<file path="config.mk">
export PLATFORM = sky130hd
export DESIGN_NAME = instr_issuer
export DESIGN_NICKNAME = d
export VERILOG_FILES = /design/src/rtl/cpu_isa_pkg.sv /design/src/rtl/instr_fifo.sv /design/src/rtl/instr_issuer.sv
export SDC_FILE = /design/constraint.sdc
export NUM_CORES = 1
export LEC_CHECK = 0
export BUFFER_PORTS_ARGS = -buffer_cell sky130_fd_sc_hd__buf_4
export CAP_MARGIN = 30
export CORE_MARGIN = 5
export CORE_UTILIZATION = 40
export CTS_CLUSTER_SIZE = 16
export DETAILED_ROUTE_END_ITERATION = 16
export GPL_TIMING_DRIVEN = 0
export HOLD_SLACK_MARGIN = 0.15
export PLACE_DENSITY = 0.64
export SLEW_MARGIN = 20
export SYNTH_ARGS = -nofsm -noshare
export SYNTH_HDL_FRONTEND = slang
export SYNTH_HIERARCHICAL = 1
export SYNTH_SLANG_ARGS = --single-unit
</file>
<file path="constraint.sdc">
create_clock -name clk -period 3.15 [get_ports clk]
set_input_delay 0.63 -clock clk [delete_from_list [all_inputs] [get_ports clk]]
set_output_delay 0.63 -clock clk [all_outputs]
set_load 0.03 [all_outputs]
</file>
<file path="src/rtl/cpu_isa_pkg.sv">
// SIMPLE RISC encoding constants and the enums shared by the instruction issuer.
package cpu_isa_pkg;

    localparam logic [2:0] OPC_ALU = 3'b101;
    localparam logic [2:0] OPC_MOV = 3'b110;

    localparam logic [1:0] OP_MOV_IMM = 2'b10;
    localparam logic [1:0] OP_MOV_REG = 2'b00;
    localparam logic [1:0] OP_ADD     = 2'b00;
    localparam logic [1:0] OP_CMP     = 2'b01;
    localparam logic [1:0] OP_AND     = 2'b10;
    localparam logic [1:0] OP_MVN     = 2'b11;

    // Codes 6 and 7 are deliberately left out: they are the illegal kinds.
    typedef enum logic [2:0] {
        K_MOVI = 3'd0,
        K_MOV  = 3'd1,
        K_ADD  = 3'd2,
        K_CMP  = 3'd3,
        K_AND  = 3'd4,
        K_MVN  = 3'd5
    } req_kind_e;

    typedef enum logic [1:0] {
        S_IDLE  = 2'd0,
        S_LOAD  = 2'd1,
        S_START = 2'd2,
        S_RUN   = 2'd3
    } issue_state_e;

endpackage

</file>
<file path="src/rtl/instr_fifo.sv">
// Synchronous FIFO with async reset; wrap-bit pointers give full/empty directly.
// Output is the current head word (show-ahead), valid whenever empty is low.
module instr_fifo #(
    parameter int DEPTH = 4,
    parameter int WIDTH = 16
) (
    input  logic             clk,
    input  logic             reset,
    input  logic             push,
    input  logic [WIDTH-1:0] din,
    input  logic             pop,
    output logic [WIDTH-1:0] dout,
    output logic             full,
    output logic             empty
);
    localparam int AW = $clog2(DEPTH);

    logic [WIDTH-1:0] mem [DEPTH];
    logic [AW:0]      wr_ptr;
    logic [AW:0]      rd_ptr;
    logic             do_push;
    logic             do_pop;

    assign empty   = (wr_ptr == rd_ptr);
    assign full    = (wr_ptr[AW] != rd_ptr[AW]) && (wr_ptr[AW-1:0] == rd_ptr[AW-1:0]);
    assign do_push = push && !full;
    assign do_pop  = pop && !empty;
    assign dout    = mem[rd_ptr[AW-1:0]];

    always_ff @(posedge clk or posedge reset) begin
        if (reset) begin
            wr_ptr <= '0;
            rd_ptr <= '0;
        end else begin
            if (do_push) wr_ptr <= wr_ptr + 1'b1;
            if (do_pop)  rd_ptr <= rd_ptr + 1'b1;
        end
    end

    // Storage needs no reset: the pointers alone decide what is visible.
    always_ff @(posedge clk) begin
        if (do_push) mem[wr_ptr[AW-1:0]] <= din;
    end

endmodule

</file>
<file path="src/rtl/instr_issuer.sv">
// Encodes host requests into SIMPLE RISC words, queues them, and drives each through
// the cpu load/start/wait handshake, capturing result and flags or abandoning on timeout.
module instr_issuer
    import cpu_isa_pkg::*;
#(
    parameter int FIFO_DEPTH = 4,
    parameter int TIMEOUT    = 64
) (
    input  logic        clk,
    input  logic        reset,
    input  logic        req_valid,
    output logic        req_ready,
    input  logic [2:0]  req_kind,
    input  logic [2:0]  req_rn,
    input  logic [2:0]  req_rd,
    input  logic [2:0]  req_rm,
    input  logic [1:0]  req_sh,
    input  logic [7:0]  req_imm8,
    output logic [15:0] cpu_in,
    output logic        cpu_load,
    output logic        cpu_s,
    input  logic        cpu_w,
    input  logic [15:0] cpu_out,
    input  logic        cpu_n,
    input  logic        cpu_v,
    input  logic        cpu_z,
    output logic        res_valid,
    output logic [15:0] res_data,
    output logic [2:0]  res_flags,
    output logic        err_illegal,
    output logic        err_timeout
);
    localparam int             TW    = $clog2(TIMEOUT + 1);
    localparam logic [TW-1:0]  TLAST = TW'(TIMEOUT - 1);

    issue_state_e  state;
    logic [TW-1:0] tcnt;
    logic [15:0]   enc_word;
    logic          enc_legal;
    logic          accept;
    logic          push;
    logic          pop;
    logic          busy;
    logic          timeout_hit;
    logic [15:0]   head;
    logic          full;
    logic          empty;

    always_comb begin
        enc_word  = '0;
        enc_legal = 1'b1;
        case (req_kind)
            K_MOVI:  enc_word = {OPC_MOV, OP_MOV_IMM, req_rn, req_imm8};
            K_MOV:   enc_word = {OPC_MOV, OP_MOV_REG, 3'b000, req_rd, req_sh, req_rm};
            K_ADD:   enc_word = {OPC_ALU, OP_ADD, req_rn, req_rd, req_sh, req_rm};
            K_CMP:   enc_word = {OPC_ALU, OP_CMP, req_rn, 3'b000, req_sh, req_rm};
            K_AND:   enc_word = {OPC_ALU, OP_AND, req_rn, req_rd, req_sh, req_rm};
            K_MVN:   enc_word = {OPC_ALU, OP_MVN, 3'b000, req_rd, req_sh, req_rm};
            default: enc_legal = 1'b0;
        endcase
    end

    assign req_ready   = !full;
    assign accept      = req_valid && req_ready;
    assign push        = accept && enc_legal;
    assign busy        = (state == S_START) || (state == S_RUN);
    assign timeout_hit = busy && (tcnt == TLAST);
    // Head leaves the queue on completion or when it is abandoned.
    assign pop         = timeout_hit || ((state == S_RUN) && cpu_w);

    instr_fifo #(
        .DEPTH (FIFO_DEPTH),
        .WIDTH (16)
    ) u_fifo (
        .clk   (clk),
        .reset (reset),
        .push  (push),
        .din   (enc_word),
        .pop   (pop),
        .dout  (head),
        .full  (full),
        .empty (empty)
    );

    always_ff @(posedge clk or posedge reset) begin
        if (reset) begin
            state       <= S_IDLE;
            tcnt        <= '0;
            cpu_in      <= '0;
            cpu_load    <= 1'b0;
            cpu_s       <= 1'b0;
            res_valid   <= 1'b0;
            res_data    <= '0;
            res_flags   <= '0;
            err_illegal <= 1'b0;
            err_timeout <= 1'b0;
        end else begin
            cpu_load  <= 1'b0;
            res_valid <= 1'b0;
            if (accept && !enc_legal) err_illegal <= 1'b1;

            case (state)
                S_IDLE: begin
                    if (!empty && cpu_w) begin
                        cpu_in   <= head;
                        cpu_load <= 1'b1;
                        state    <= S_LOAD;
                    end
                end
                S_LOAD: begin
                    tcnt  <= '0;
                    cpu_s <= 1'b1;
                    state <= S_START;
                end
                S_START: begin
                    if (timeout_hit) begin
                        cpu_s       <= 1'b0;
                        err_timeout <= 1'b1;
                        state       <= S_IDLE;
                    end else begin
                        tcnt <= tcnt + 1'b1;
                        if (!cpu_w) begin
                            cpu_s <= 1'b0;
                            state <= S_RUN;
                        end
                    end
                end
                S_RUN: begin
                    if (timeout_hit) begin
                        err_timeout <= 1'b1;
                        state       <= S_IDLE;
                    end else begin
                        tcnt <= tcnt + 1'b1;
                        if (cpu_w) begin
                            res_data  <= cpu_out;
                            res_flags <= {cpu_n, cpu_v, cpu_z};
                            res_valid <= 1'b1;
                            state     <= S_IDLE;
                        end
                    end
                end
                default: state <= S_IDLE;
            endcase
        end
    end

endmodule

</file>
==> results.txt <==
The detailed placer's ending HPWL was 7080 um; the final period demand of the worst path was 2.73 ns. In this run the horizontal extent of the chip is 123 um. The logs give 0 for the number of max-slew violations in the final report and 5940 sq um for the standard cell area after detailed placement. The cell at the root of the clock tree was sky130_fd_sc_hd__clkbuf_16. The share of flip-flops with an asynchronous set or reset after synthesis works out to 46.2%. The run gives 10400 um as the final routed wirelength across all metal layers.

Synthesis inferred 119 register bits. STA puts the critical path data required time at 3.17 ns. The number of flops mapped to enable cells by yosys is 64, and the leakage component of the power is 2.65 nW. No sink is reached through more buffers than the 2 on the longest clock path. The fraction of layout cells with a size suffix above 1 is 44.2%, and the number of nets in the synthesized netlist is 362. In the layout the commonest cells are 86 x sky130_fd_sc_hd__buf_4, 64 x sky130_fd_sc_hd__edfxtp_1, 55 x sky130_fd_sc_hd__dfrtp_1.

The smallest hold slack was 0.174 ns. For the largest vdd supply drop, the log shows 411 uV. The minimum setup slack in the final design is 0.417 ns, and the number of diodes added for antenna fixing is 0.

The commonest register cell after synthesis was sky130_fd_sc_hd__edfxtp_1. In this run, the number of DRC markers left after iteration 0 of detailed routing was 194. The via density per instance was 5.11. The floorplan has 41 rows. Type of origin of the critical path: a register.

For this design the top-level I/O count stands at 86. Number of buffers inserted by post-CTS setup repair: 0. Startpoint-to-endpoint class of the critical path: reg2reg.

Across the routed clock network, the largest skew measured is 0.0135 ns. The all-layer global routing usage was 14.7%; the count of hold-fix buffers inserted at cts was 0. The die covers 15000 sq um. The region available for standard cell placement spans 12500 sq um. In this run, distinct cell masters in the synthesized netlist total 47. Detailed-route wire length per cell: 17.3 um.

Most common library cell in the layout ignoring fill and taps: sky130_fd_sc_hd__buf_4. Setup repair after global routing left no endpoint under its margin. The maximum clock frequency came out at 366 MHz. The worst setup path is captured at a register. The run gives 0 as the number of hold-slack violations in the final timing report. The H-tree generated during clock tree synthesis spans 4 levels. The filler cells instantiated in the layout total 1072. Entering global routing, the biggest net connects 30 pins.

For this run, the register share of the synthesized area comes to 65.1%. TritonCTS built the clock tree. Buffers placed on the I/O ports in this run total 84. OpenSTA, run right after detailed placement, puts the worst setup slack at 0.156 ns.

The CTS clock-pin slew for the worst setup and hold paths came out at 0.05 ns. Summed over all layers, the global routing overflow is 0. The run gives 0 as the count of unresolved DRC violations after routing. In this run the power density over the cells is 1030 nW/um^2. STA puts the critical path data arrival time at 2.75 ns.

The initial antenna violation count is 0. The number of global-route vias before repair was 3254; the post-synthesis cell area was 5070 sq um. The count of vias placed by the detailed router was 3066. The cell count after synthesis came out at 311. The global-route wire length before repair is 16700 um.

The run finished with clean final reports. Yosys printed 6 warnings. The synthesized area per cell was 16.3 sq um; the final cell area excluding filler cells was 6560 sq um. TritonCTS created 17 clock buffers.

The number of clock sinks came out at 119. The worst pin sits at a relative slew slack of 37.6%. At the pin with the least slew margin, the transition time is 0.936 ns.

Across the run, the number of max-cap violations was 0. The number of setup violations in the final report is 0. The number of nets at the end of the flow is 466, and the part of the cycle the worst path needs is 86.8%. The largest driver fanout on the critical path was 16.

At the end of the flow the core is filled with cells to 52.4%. Die outline height: 123 um. Overall power consumption: 6.77 mW. Routability-driven placement finished with a final weighted congestion of 0.783. The count of cells resized by post-cts repair was 0. The tightest min-delay check is of the in2async type. The tools report the remaining antenna violation count after routing as 0.

The clock reaches the later pin of the worst-skew pair after 0.40 ns. The pre-antenna-repair detailed-routing pass consisted of 4 iterations. From synthesis to final layout, the design area changed by 29.4%.

The starting density of the core is 40.5%.
kinds of logic (layout without fill, tap and decap cells):
logic type,Yosys count,after routing,synth area share [%]
adder cells (fa/ha/maj),6,6,1.48
buffers and inverters,23,140,2.64
AO/OA/AOI/OAI,55,55,7.68
flip-flops,119,119,65.1
multiplexers,55,55,15.7
XOR/XNOR,10,10,2.17
AND/OR/NAND/NOR,43,43,5.26
final timing paths:
path	from	depth (start not counted)	slack (ns)	end
setup / recovery	u_fifo/rd_ptr[0]$_DFFE_PP0P_	8	0.42	u_fifo/mem[2][10]$_DFFE_PP_
hold / removal	reset	2	0.17	u_fifo/wr_ptr[1]$_DFFE_PP0P_
setup reg to reg	u_fifo/rd_ptr[0]$_DFFE_PP0P_	8	0.42	u_fifo/mem[2][10]$_DFFE_PP_
hold reg to reg	err_timeout$_DFFE_PP0P_	1	0.46	err_timeout$_DFFE_PP0P_
max in group asynchronous	reset	3	2.33	cpu_in[7]$_DFFE_PP0P_
min in group clk	cpu_w	2	0.46	state[0]$_DFFE_PP0P_
cells in the mapped netlist (2+ instances only):
| cell | instances | area, sq um |
|---|---|---|
| sky130_fd_sc_hd__o21bai_1 | 2 | 15.0 |
| sky130_fd_sc_hd__nor2_1 | 7 | 26.3 |
| sky130_fd_sc_hd__clkbuf_1 | 4 | 15.0 |
| sky130_fd_sc_hd__mux2_2 | 35 | 394 |
| sky130_fd_sc_hd__o22ai_1 | 2 | 12.5 |
| sky130_fd_sc_hd__dfrtp_1 | 55 | 1380 |
| sky130_fd_sc_hd__and2b_2 | 3 | 26.3 |
| sky130_fd_sc_hd__o31ai_1 | 4 | 30.0 |
| sky130_fd_sc_hd__nand3b_1 | 3 | 22.5 |
| sky130_fd_sc_hd__ha_1 | 6 | 75.1 |
| sky130_fd_sc_hd__nand4_1 | 2 | 12.5 |
| sky130_fd_sc_hd__buf_2 | 2 | 10.0 |
| sky130_fd_sc_hd__a22oi_1 | 5 | 37.5 |
| sky130_fd_sc_hd__a211oi_2 | 3 | 37.5 |
| sky130_fd_sc_hd__nand2b_1 | 3 | 18.8 |
| sky130_fd_sc_hd__and3_1 | 5 | 31.3 |
| sky130_fd_sc_hd__nand2_1 | 7 | 26.3 |
| sky130_fd_sc_hd__buf_6 | 5 | 56.3 |
| sky130_fd_sc_hd__buf_4 | 2 | 15.0 |
| sky130_fd_sc_hd__a31oi_1 | 7 | 43.8 |
| sky130_fd_sc_hd__xor2_2 | 2 | 32.5 |
| sky130_fd_sc_hd__o21ai_0 | 8 | 40.0 |
| sky130_fd_sc_hd__mux2i_1 | 4 | 40.0 |
| sky130_fd_sc_hd__xor2_1 | 3 | 26.3 |
| sky130_fd_sc_hd__mux4_2 | 16 | 360 |
| sky130_fd_sc_hd__edfxtp_1 | 64 | 1920 |
| sky130_fd_sc_hd__a21o_1 | 3 | 22.5 |
| sky130_fd_sc_hd__xnor2_1 | 4 | 35.0 |
| sky130_fd_sc_hd__and2_1 | 5 | 31.3 |
| sky130_fd_sc_hd__a21oi_1 | 10 | 50.1 |
| sky130_fd_sc_hd__inv_1 | 10 | 37.5 |
| sky130_fd_sc_hd__o2bb2ai_1 | 5 | 43.8 |
power by group:
part	total [mW]	switching [mW]	leakage (nW)	internal [mW]
logic	2.46	1.39	1.09	1.07
clock network	1.91	0.640	0.307	1.27
registers	2.40	0.259	1.25	2.14
total	6.77	2.29	2.65	4.48
sequential cells by signal (all words and copies together), names as in the netlist, 2 cells and up:
register / cells
tcnt: 7
u_fifo/wr_ptr: 3
u_fifo/mem: 64
state: 2
u_fifo/rd_ptr: 3
cpu_in: 16
res_data: 16
res_flags: 3
through the flow:
stage / TNS (ns) / std cells
6_report: 0 / 600
5_1_grt: 0 / 600
4_1_cts: 0 / 600
3_5_place_dp: 0 / 568
3_3_place_gp: -0.893 / 567
2_1_floorplan: 0 / 311
routing by layer:
| metal | track usage [%] | wire length [um] | up-vias |
|---|---|---|---|
| li1 | - | - | 1406 |
| met1 | 17.9 | 4330 | 1532 |
| met2 | 25.1 | 5290 | 115 |
| met3 | 3.92 | 639 | 13 |
| met4 | 5.81 | 125 | 0 |
| met5 | 0 | 0 | - |
layout make-up:
type / instances / area, sq um / area share (%)
buffer: 13 / 96.3 / 1.47
timing repair buffer: 85 / 651 / 9.92
clock buffer: 27 / 587 / 8.95
tap: 172 / 215 / 3.28
clock inverter: 5 / 27.5 / 0.420
inverter: 10 / 37.5 / 0.573
sequential: 119 / 3300 / 50.3
multi-input combinational: 169 / 1640 / 25.1
critical path: stages (launching register included):
cell                      delay, ns
sky130_fd_sc_hd__dfrtp_1       0.39
sky130_fd_sc_hd__buf_6         0.17
sky130_fd_sc_hd__xnor2_2       0.22
sky130_fd_sc_hd__nand3_2       0.13
sky130_fd_sc_hd__inv_1         0.05
sky130_fd_sc_hd__inv_1         0.06
sky130_fd_sc_hd__nand2_1       0.08
sky130_fd_sc_hd__a21oi_1       0.38
sky130_fd_sc_hd__and3_1        0.86
No activity file was read; power rests on OpenSTA's default activity.
